$ cat src/rtl/mac_unit.sv
// -----------------------------------------------------------------------------
// mac_unit
//   Signed fixed-point multiply-accumulate element: acc_out = acc_in + a*b.
//   The caller owns the running accumulator and feeds it back on acc_in.
//
//   Parameters
//     DATA_WIDTH : operand width (two's complement)
//     ACC_WIDTH  : accumulator width, must be >= 2*DATA_WIDTH
//     PIPELINED  : 0 -> single register stage (latency 1)
//                  1 -> product/acc_in register + accumulate register (latency 2)
//
//   Ports
//     clk        : rising-edge clock
//     rst        : asynchronous reset, active-high
//     en         : issue enable (an op issues when en && valid_in)
//     valid_in   : operand valid qualifier
//     a, b       : signed operands
//     acc_in     : signed partial sum
//     acc_out    : signed registered result, holds between results
//     valid_out  : one-cycle pulse when acc_out presents a new result
//
//   Build option
//     MAC_SATURATE_EN : when defined, the add clamps to the signed ACC_WIDTH
//                       range instead of wrapping. Latency is unchanged.
// -----------------------------------------------------------------------------
module mac_unit #(
    parameter int DATA_WIDTH = 16,
    parameter int ACC_WIDTH  = 40,
    parameter int PIPELINED  = 0
) (
    input  logic                         clk,
    input  logic                         rst,
    input  logic                         en,
    input  logic                         valid_in,
    input  logic signed [DATA_WIDTH-1:0] a,
    input  logic signed [DATA_WIDTH-1:0] b,
    input  logic signed [ACC_WIDTH-1:0]  acc_in,
    output logic signed [ACC_WIDTH-1:0]  acc_out,
    output logic                         valid_out
);

    localparam int PROD_WIDTH = 2 * DATA_WIDTH;

    generate
        if (ACC_WIDTH < PROD_WIDTH) begin : g_width_check
            $error("mac_unit: ACC_WIDTH must be >= 2*DATA_WIDTH");
        end
    endgenerate

    logic                        issue;
    logic signed [PROD_WIDTH-1:0] product;
    logic signed [ACC_WIDTH-1:0]  product_ext;

    // Operands seen by the final adder and the qualifier that loads acc_out.
    logic signed [ACC_WIDTH-1:0]  add_prod;
    logic signed [ACC_WIDTH-1:0]  add_acc;
    logic                         add_fire;
    logic signed [ACC_WIDTH-1:0]  sum;

    assign issue       = en & valid_in;
    assign product     = a * b;
    // Signed size cast sign-extends the full-precision product.
    assign product_ext = ACC_WIDTH'(product);

    generate
        if (PIPELINED != 0) begin : g_pipe
            logic signed [ACC_WIDTH-1:0] prod_q;
            logic signed [ACC_WIDTH-1:0] acc_q;
            logic                        valid_q;

            // Input stage only captures on issue; the valid flag itself is
            // refreshed every cycle so stage 2 drains even if en drops.
            always_ff @(posedge clk or posedge rst) begin
                if (rst) begin
                    prod_q  <= '0;
                    acc_q   <= '0;
                    valid_q <= 1'b0;
                end else begin
                    valid_q <= issue;
                    if (issue) begin
                        prod_q <= product_ext;
                        acc_q  <= acc_in;
                    end
                end
            end

            assign add_prod = prod_q;
            assign add_acc  = acc_q;
            assign add_fire = valid_q;
        end else begin : g_nopipe
            assign add_prod = product_ext;
            assign add_acc  = acc_in;
            assign add_fire = issue;
        end
    endgenerate

`ifdef MAC_SATURATE_EN
    localparam logic signed [ACC_WIDTH-1:0] ACC_MAX = {1'b0, {(ACC_WIDTH-1){1'b1}}};
    localparam logic signed [ACC_WIDTH-1:0] ACC_MIN = {1'b1, {(ACC_WIDTH-1){1'b0}}};

    logic signed [ACC_WIDTH:0] sum_wide;

    assign sum_wide = {add_acc[ACC_WIDTH-1], add_acc} + {add_prod[ACC_WIDTH-1], add_prod};

    // The two top bits of the extended sum disagree only on overflow; the
    // extra bit then carries the true sign and picks the clamp direction.
    always_comb begin
        sum = sum_wide[ACC_WIDTH-1:0];
        if (sum_wide[ACC_WIDTH] != sum_wide[ACC_WIDTH-1]) begin
            sum = sum_wide[ACC_WIDTH] ? ACC_MIN : ACC_MAX;
        end
    end
`else
    assign sum = add_acc + add_prod;
`endif

    always_ff @(posedge clk or posedge rst) begin
        if (rst) begin
            acc_out   <= '0;
            valid_out <= 1'b0;
        end else begin
            valid_out <= add_fire;
            if (add_fire) begin
                acc_out <= sum;
            end
        end
    end

endmodule

$ cat config.mk
export PLATFORM = sky130hd
export DESIGN_NAME = mac_unit
export DESIGN_NICKNAME = d
export VERILOG_FILES = /design/src/rtl/mac_unit.sv
export SDC_FILE = /design/constraint.sdc
export NUM_CORES = 1
export LEC_CHECK = 0
export ABC_AREA = 1
export BUFFER_PORTS_ARGS = -buffer_cell sky130_fd_sc_hd__buf_2
export CAP_MARGIN = 20
export CORE_UTILIZATION = 50
export CTS_CLUSTER_SIZE = 12
export DETAILED_ROUTE_END_ITERATION = 10
export HOLD_SLACK_MARGIN = 0.03
export PLACE_DENSITY_LB_ADDON = 0.15
export SYNTH_ARGS = -nofsm -noshare
export SYNTH_HDL_FRONTEND = slang
export SYNTH_SLANG_ARGS = --single-unit
$ cat constraint.sdc
create_clock -name clk -period 1.7 [get_ports clk]
set_clock_uncertainty 0.1 [all_clocks]
set_input_delay 0.255 -clock clk [delete_from_list [all_inputs] [get_ports clk]]
set_output_delay 0.255 -clock clk [all_outputs]
set_load 0.02 [all_outputs]
==> impl_metrics.toml, run 1 <==
[clocking]
cts_tree = "yes"
clock_latency_ns = 0.28
clkSinkCount = 41
numCtsBuffers = 5
h-tree-depth = 2
path_clk_slew_ns = 0.06
clk_path_buf_depth = 2
cts_root_buf = "clkbuf_16"

[global_routing]
grt_first_pass_wirelength_mm = 69.5
track_usage = 0.284
antenna_found_initial = 0
grt_max_degree = 42
grt_overflow = 0
grt_pass1_vias = 14400

[finish]
antenna_cells = 0
nets = 2794
area_growth_pct = 34.2
final_util = 0.685
drive_above_1_share = 0.333
final_cell_mix = "inv_1, nand2_1, fa_1"
final_common_cell = "inv_1"

[floorplanning]
start_util = 0.511
die_area_sq_mm = 0.0311
core-area_sq_mm = 0.0298
die_w_microns = 176
ios = 117
die_h_microns = 176
rows = 63

[sta]
tightest_slew_ns = 0.554
finalMaxSlewViolations = 0
rsz0062_at_grt = "yes"
hold_violations = 0
fmax_mhz = 192
finalSetupViolCount = 38
period_needed_ns = 5.21
setup_ws_ns = -3.51
slew_headroom = 0.631
post-route-period-util = 3.07

[synthesis]
syn_area_sq_mm = 0.0152
yosysTopAreaCellShare = 0.434
yosysSeqAreaShare = 0.0674
avgSynthCellArea_sq_um = 7.67
synthTopCellsByArea = "fa_1, inv_1, nand2_1, ha_1, dfrtp_1"
synth_warnings = 0
synthCells = 1983
postSynthNetCount = 2504
synth_cell_type_count = 35
ys_ff_latch = 41
yosysTopAreaCell = "fa_1"

[drt]
drc_errors = 0
drt_wl_total_mm = 42.0
drt_pre_antenna_iters = 5
avgRoutedWirePerCell_microns = 15.8
via_per_inst = 4.90
vias = 13000
drt_iter0_markers = 668
antenna_left = 0

[setup_path]
endpoint_kind = "flip-flop"
reg2reg_to = "acc_out[25]"
critPathMaxFanout = 4
required_ns = 1.78
rr_worst_depth = 2
r2r_setup_slack_ns = 0.85
regToRegStartpoint = "acc_out[25]"
worstSetupStartpointType = "input port"
crit_type = "input port to flip-flop"
cp_data_arrival_time_ns = 5.29

[min_path]
hold_path_end = "acc_out[0]"
holdPathStages = 4
hold_start = "acc_in[0]"
hold_class = "input port to flip-flop"

[placed_design]
gp_congestion = 0.935
portBuffers = 116
dp_hpwl_mm = 34.8

[run_status]
violations = "setup timing"
status = "finished with violations"

[job]
cap_violations = 0
-- flip-flops by register name, indices dropped and copies added (netlist names) --
signal / count
acc_out: 40
valid_out: 1
-- metrics by stage --
stage	hold WS (ns)	TNS [ns]	area, sq um	cells	setup WS, ns
after global routing	0.213	-121.90	20400	2663	-3.71
final	0.191	-115.87	20400	2663	-3.51
after detailed placement	0.317	-134.74	18200	2599	-4.20
after global placement	0.312	-133.75	18200	2599	-4.18
after CTS	0.191	-114.44	19800	2643	-3.47
after floorplan	0.378	-114.81	16400	1983	-3.80
-- critical path, cell delays in order --
cell       delay [ns]
bufbuf_16        0.23
nand2_1          0.08
fa_1             0.51
fa_2             0.60
inv_4            0.06
fa_1             0.57
inv_2            0.06
fa_2             0.52
buf_12           0.16
buf_6            0.11
fa_1             0.48
inv_1            0.05
fa_1             0.48
ha_4             0.31
inv_4            0.04
nor3_4           0.17
nand2_2          0.10
nor2_4           0.13
nand3_2          0.11
nand3_2          0.09
nand2_1          0.04
nand3_1          0.07
nand2_1          0.05
-- cells by family after synthesis --
kind of cell / count (synthesis) / share of synthesized area
AND/OR/NAND/NOR: 740 / 0.200
flip-flops: 41 / 0.0674
adder cells (fa/ha/maj): 445 / 0.529
XOR/XNOR: 21 / 0.0121
AO/OA/AOI/OAI: 65 / 0.0258
buffers and inverters: 671 / 0.166
-- Yosys cell counts, drive strengths merged --
cell type,count
inv,602
nand2,567
fa,330
ha,115
nor2,82
clkbuf,64
nand3,52
dfrtp,41
a21oi,29
o21ai,23
xnor2,13
nand3b,11
nand4,11
nor3,11
o21bai,10
xor2,8
or2,6
buf,4
a31oi,2
a21o,1
clkinv,1
-- area by class of cell --
class,count,area [sq um]
Clock buffer,5,125
Sequential cell,41,1030
Inverter,603,2280
Clock inverter,2,35.0
Multi-Input combinational cell,1271,13500
Timing Repair Buffer,351,2950
Fill cell,2383,9370
Tap cell,390,488
-- worst max-delay path by stage --
stage | start | end | cells past startpoint
4_1_cts | b[3] | acc_out[39] | 25
2_1_floorplan | a[15] | acc_out[38] | 25
6_report | a[15] | acc_out[39] | 23
3_3_place_gp | a[15] | acc_out[36] | 24
3_5_place_dp | a[15] | acc_out[36] | 22
5_1_grt | b[3] | acc_out[39] | 25
-- repair_timing --
item                                    CTS  global route
gates cloned                              1             0
buffers inserted                         37            22
gates resized for setup                 314           126
hold buffers                              1             0
hold endpoints to repair                 41             0
endpoints found under the setup margin   38            38
pin swaps                               155            91
-- metal layers --
metal  wire, microns  vias to the layer above  GRT usage
li1                -                     6166          -
met4            1310                        0     0.0945
met1           17000                     6521      0.349
met5               0                        -          0
met3            1440                       73     0.0185
met2           22300                      284      0.527
Power of run 1 is left out: the tool's default activity adds up to more than one toggle a clock period on the data nets, which glitch-free logic cannot reach.
==> run 2: changes to the inputs <==
--- a/config.mk
+++ b/config.mk
@@ -12,7 +12,7 @@
 export CTS_CLUSTER_SIZE = 12
 export DETAILED_ROUTE_END_ITERATION = 10
 export HOLD_SLACK_MARGIN = 0.03
-export PLACE_DENSITY_LB_ADDON = 0.15
+export PLACE_DENSITY = 0.68
 export SYNTH_ARGS = -nofsm -noshare
 export SYNTH_HDL_FRONTEND = slang
 export SYNTH_SLANG_ARGS = --single-unit
==> impl_metrics.toml, run 2 (synthesis results as in run 1) <==
[finish]
regMostFlops = "acc_out"
postLayoutCellArea_sq_mm = 0.0210
nets = 2807
final_common_cell = "inv_1"
final_cell_mix = "inv_1, nand2_1, fa_1"
largest_register_ffs = 40
area_growth_pct = 38.2
antenna_cells = 0
top_regs = "acc_out (40), valid_out (1)"
drive_above_1_share = 0.364

[placed_design]
placed_area_sq_mm = 0.0183
portBuffers = 116
gp_congestion = 0.950
dp_hpwl_mm = 35.4

[clocking]
h-tree-depth = 2
numCtsBuffers = 5
clkSinkCount = 41
clk_path_buf_depth = 2
cts_tree = "yes"
clock_latency_ns = 0.28
path_clk_slew_ns = 0.06
cts_root_buf = "clkbuf_16"

[floorplanning]
core-area_sq_mm = 0.0298
rows = 63
die_h_microns = 176
die_w_microns = 176
ios = 117
start_util = 0.511
die_area_sq_mm = 0.0311

[min_path]
hold_start = "acc_in[0]"
hold_path_end = "acc_out[0]"
hold_class = "input port to flip-flop"
holdPathStages = 4

[drt]
antenna_left = 0
via_per_inst = 5.09
drt_wl_total_mm = 45.7
drc_errors = 0
avgRoutedWirePerCell_microns = 17.1
drt_iter0_markers = 711
drt_pre_antenna_iters = 6
vias = 13600

[setup_path]
cpPeakStageDelay_ns = 0.57
rr_worst_depth = 2
reg2reg_to = "acc_out[13]"
slowest_stage = "fa_2"
r2r_setup_slack_ns = 0.90
cp_data_arrival_time_ns = 5.33
crit_top_cell = "inv_2"
regToRegStartpoint = "acc_out[13]"
crit_type = "input port to flip-flop"
endpoint_kind = "flip-flop"
cp_top_family = "adder cells"
crit_buf_inv = 7
critPathMaxFanout = 5
required_ns = 1.79
path_cells = "buf_12, buf_12, nand2_4, inv_2, fa_1, inv_2, fa_2, fa_2, fa_1, inv_2, fa_1, inv_2, fa_1, inv_2, ha_4, nand2_8, nor2_4, nand4_1, nor2_4, o21ai_2, nand3_1, nand2_1, nand3_2, nand2_2"
worstSetupStartpointType = "input port"

[sta]
rsz0062_at_grt = "yes"
slew_headroom = 0.642
fmax_mhz = 191
finalMaxSlewViolations = 0
setup_ws_ns = -3.55
tightest_slew_ns = 0.537
finalSetupViolCount = 39
hold_ws_ns = 0.250
period_needed_ns = 5.25
post-route-period-util = 3.09
hold_violations = 0

[run_status]
violations = "setup timing"
status = "finished with violations"

[global_routing]
grt_pass1_vias = 14500
grt_first_pass_wirelength_mm = 70.7
track_usage = 0.289
grt_overflow = 0
antenna_found_initial = 0
grt_max_degree = 52

[job]
cap_violations = 0
run 2: cell types whose count changed in the layout (fill, tap and decap cells not counted), sizes merged:
cell      before  now
clkinvlp       0    1
clkbuf         7    9
clkinv         2    1
buf          347  359
run 2: layout make-up:
type	count	area (sq um)
inverter	603	2280
fill	2189	8770
clock inverter	2	37.5
timing repair buffer	364	3190
multi-input combinational	1271	13900
tap	390	488
clock buffer	6	139
sequential	41	1030
run 2: metal layers:
metal  GRT usage  wire (microns)  part of all wire
met5           0               0                 0
met4      0.0920            1760             0.038
met3      0.0269            2340             0.051
met2       0.535           24300              0.53
met1       0.352           17300              0.38
run 2: through the flow:
step	utilization	std cells	worst slack [ns]	setup TNS, ns
after floorplan	-	1983	-3.80	-114.81
after global placement	0.615	2614	-4.06	-132.61
after detailed placement	0.615	2614	-4.14	-134.34
after CTS	0.671	2651	-3.54	-117.13
after global routing	0.706	2677	-3.79	-125.18
final	0.706	2677	-3.55	-118.86
run 2: how the worst max path moves through the flow:
stage           from  slack [ns]  depth (start not counted)     endpoint
3_3_place_gp   a[15]       -4.06                         24  acc_out[36]
5_1_grt         b[4]       -3.79                         24  acc_out[37]
4_1_cts         b[1]       -3.54                         25  acc_out[39]
3_5_place_dp   a[15]       -4.14                         24  acc_out[36]
6_report        b[4]       -3.55                         24  acc_out[29]
2_1_floorplan  a[15]       -3.80                         25  acc_out[38]
run 2: timing repair:
action                                 in CTS  in global routing
endpoints found under the hold margin      41                  0
hold buffers                                1                  0
setup endpoints to repair                  39                 39
buffers inserted                           30                 28
cloned                                      1                  1
pin swaps                                 162                209
resized for setup                         325                228
run 2: tightest hold or removal path, delay by kind of cell:
| family | cells | cell delay, ns |
|---|---|---|
| adder cells (fa/ha/maj) | 1 | 0.14 |
| AND/OR/NAND/NOR | 2 | 0.13 |
| buffers and inverters | 1 | 0.08 |
Power of run 2 is left out for the same reason.
==> run 3: changes to the inputs <==
==> config.mk (replaced) <==
export PLATFORM = sky130hd
export DESIGN_NAME = mac_unit
export DESIGN_NICKNAME = d
export VERILOG_FILES = /design/src/rtl/mac_unit.sv
export SDC_FILE = /design/constraint.sdc
export NUM_CORES = 1
export LEC_CHECK = 0
export ABC_AREA = 1
export CAP_MARGIN = 20
export CORE_UTILIZATION = 47
export CTS_CLUSTER_SIZE = 12
export DETAILED_ROUTE_END_ITERATION = 10
export DONT_BUFFER_PORTS = 1
export HOLD_SLACK_MARGIN = 0.03
export PLACE_DENSITY = 0.62
export SYNTH_ARGS = -nofsm -noshare
export SYNTH_HDL_FRONTEND = slang
export SYNTH_SLANG_ARGS = --single-unit
==> constraint.sdc (replaced) <==
create_clock -name clk -period 5.95 [get_ports clk]
set_clock_uncertainty 0.1 [all_clocks]
set_input_delay 0.8925 -clock clk [delete_from_list [all_inputs] [get_ports clk]]
set_output_delay 0.8925 -clock clk [all_outputs]
set_load 0.02 [all_outputs]
==> impl_metrics.toml, run 3 (synthesis results as in run 1) <==
[run_status]
status = "finished clean"

[sta]
hold_violations = 0
rsz0062_at_grt = "yes"
finalMaxSlewViolations = 0
post-route-period-util = 0.979
setup_ws_ns = 0.128
slew_headroom = 0.278
tightest_slew_ns = 1.08
fmax_mhz = 172
period_needed_ns = 5.82
finalSetupViolCount = 0

[setup_path]
reg2reg_to = "acc_out[27]"
required_ns = 6.02
r2r_setup_slack_ns = 5.00
rr_worst_depth = 2
worstSetupStartpointType = "input port"
regToRegStartpoint = "acc_out[27]"
critPathMaxFanout = 16
cp_data_arrival_time_ns = 5.89
crit_type = "input port to flip-flop"
endpoint_kind = "flip-flop"

[finish]
multi_input_area_sq_mm = 0.0119
antenna_cells = 0
nets = 2523
largest_register_ffs = 40
regArea_sq_mm = 0.00103
drive_above_1_share = 0.0954
top_regs = "acc_out (40), valid_out (1)"
area_growth_pct = 8.54
final_common_cell = "inv_1"
fillers = 3097
final_cell_mix = "inv_1, nand2_1, fa_1"
regMostFlops = "acc_out"

[drt]
drt_wl_total_mm = 38.0
antenna_left = 0
drt_pre_antenna_iters = 5
avgRoutedWirePerCell_microns = 15.8
via_per_inst = 4.88
vias = 11700
drt_iter0_markers = 661
drc_errors = 0

[placed_design]
portBuffers = 0
dp_hpwl_mm = 33.4
pre_cts_ws_ns = -0.227
gp_congestion = 0.904

[global_routing]
track_usage = 0.242
grtUsageMet1 = 0.299
grtUsageMet2 = 0.450
grt_pass1_vias = 12500
grt_max_degree = 53
busiest_layer = "met2"
grt_first_pass_wirelength_mm = 62.8
grt_overflow = 0
use_met3 = 0.0235
antenna_found_initial = 0

[clocking]
h-tree-depth = 2
clk_path_buf_depth = 2
clkSinkCount = 41
clock_latency_ns = 0.28
cts_root_buf = "clkbuf_16"
path_clk_slew_ns = 0.06
cts_tree = "yes"
numCtsBuffers = 5

[floorplanning]
die_h_microns = 182
start_util = 0.480
ios = 117
core-area_sq_mm = 0.0317
rows = 65
die_w_microns = 182
die_area_sq_mm = 0.0331

[min_path]
hold_class = "input port to async pin"

[job]
cap_violations = 0
[run 3: how the worst max path moves through the flow]
stage,end,slack (ns),startpoint
finish,acc_out[38],0.13,b[3]
detailed placement,acc_out[36],-0.23,b[3]
CTS,acc_out[36],0.04,b[3]
global route,acc_out[38],-0.07,b[2]
global placement,acc_out[36],-0.27,b[3]
floorplan,acc_out[38],-0.19,a[15]
[run 3: per-stage QoR]
stage / util / setup TNS [ns] / hold WS [ns] / std cells / area, sq um
6_report: 0.521 / 0 / 0.525 / 2404 / 16500
5_1_grt: 0.521 / -0.274 / 0.554 / 2404 / 16500
4_1_cts: 0.516 / 0 / 0.527 / 2404 / 16400
3_5_place_dp: 0.511 / -2.38 / 0.514 / 2397 / 16200
3_3_place_gp: 0.511 / -1.72 / 0.515 / 2397 / 16200
2_1_floorplan: - / -0.503 / 0.491 / 1983 / 15400
[run 3: metal layers]
layer / up-vias / wire length (microns)
met3: 53 / 2040
met2: 311 / 19700
met4: 0 / 984
met5: - / 0
li1: 5611 / -
met1: 5745 / 15200
[run 3: worst max-delay path, cell delays in order]
cell and delay [ns]:
nand2_4 0.05, inv_2 0.03, fa_2 0.58, inv_2 0.04, fa_2 0.59, inv_4 0.09, fa_1 0.57, inv_2 0.09
fa_2 0.62, inv_2 0.06, fa_1 0.47, inv_1 0.05, fa_1 0.48, inv_2 0.04, ha_4 0.29, nand2_4 0.07
nor3_4 0.18, nand2_2 0.08, nor2_2 0.13, nand4_1 0.17, nand3_1 0.12, nand2_1 0.05, nand3_1 0.07, nand2_1 0.07
[run 3: cell type report]
type / count / area share
clock buffer: 5 / 0.00758
timing repair buffer: 80 / 0.0379
sequential: 41 / 0.0621
inverter: 603 / 0.137
clock inverter: 2 / 0.00212
tap: 402 / 0.0305
multi-input combinational: 1271 / 0.723
[run 3: repair_timing]
action	4_1_cts	5_1_grt
buffers inserted	0	0
setup endpoints to repair	0	16
resized for setup	0	36
hold buffers	0	0
Power of run 3 is left out for the same reason.
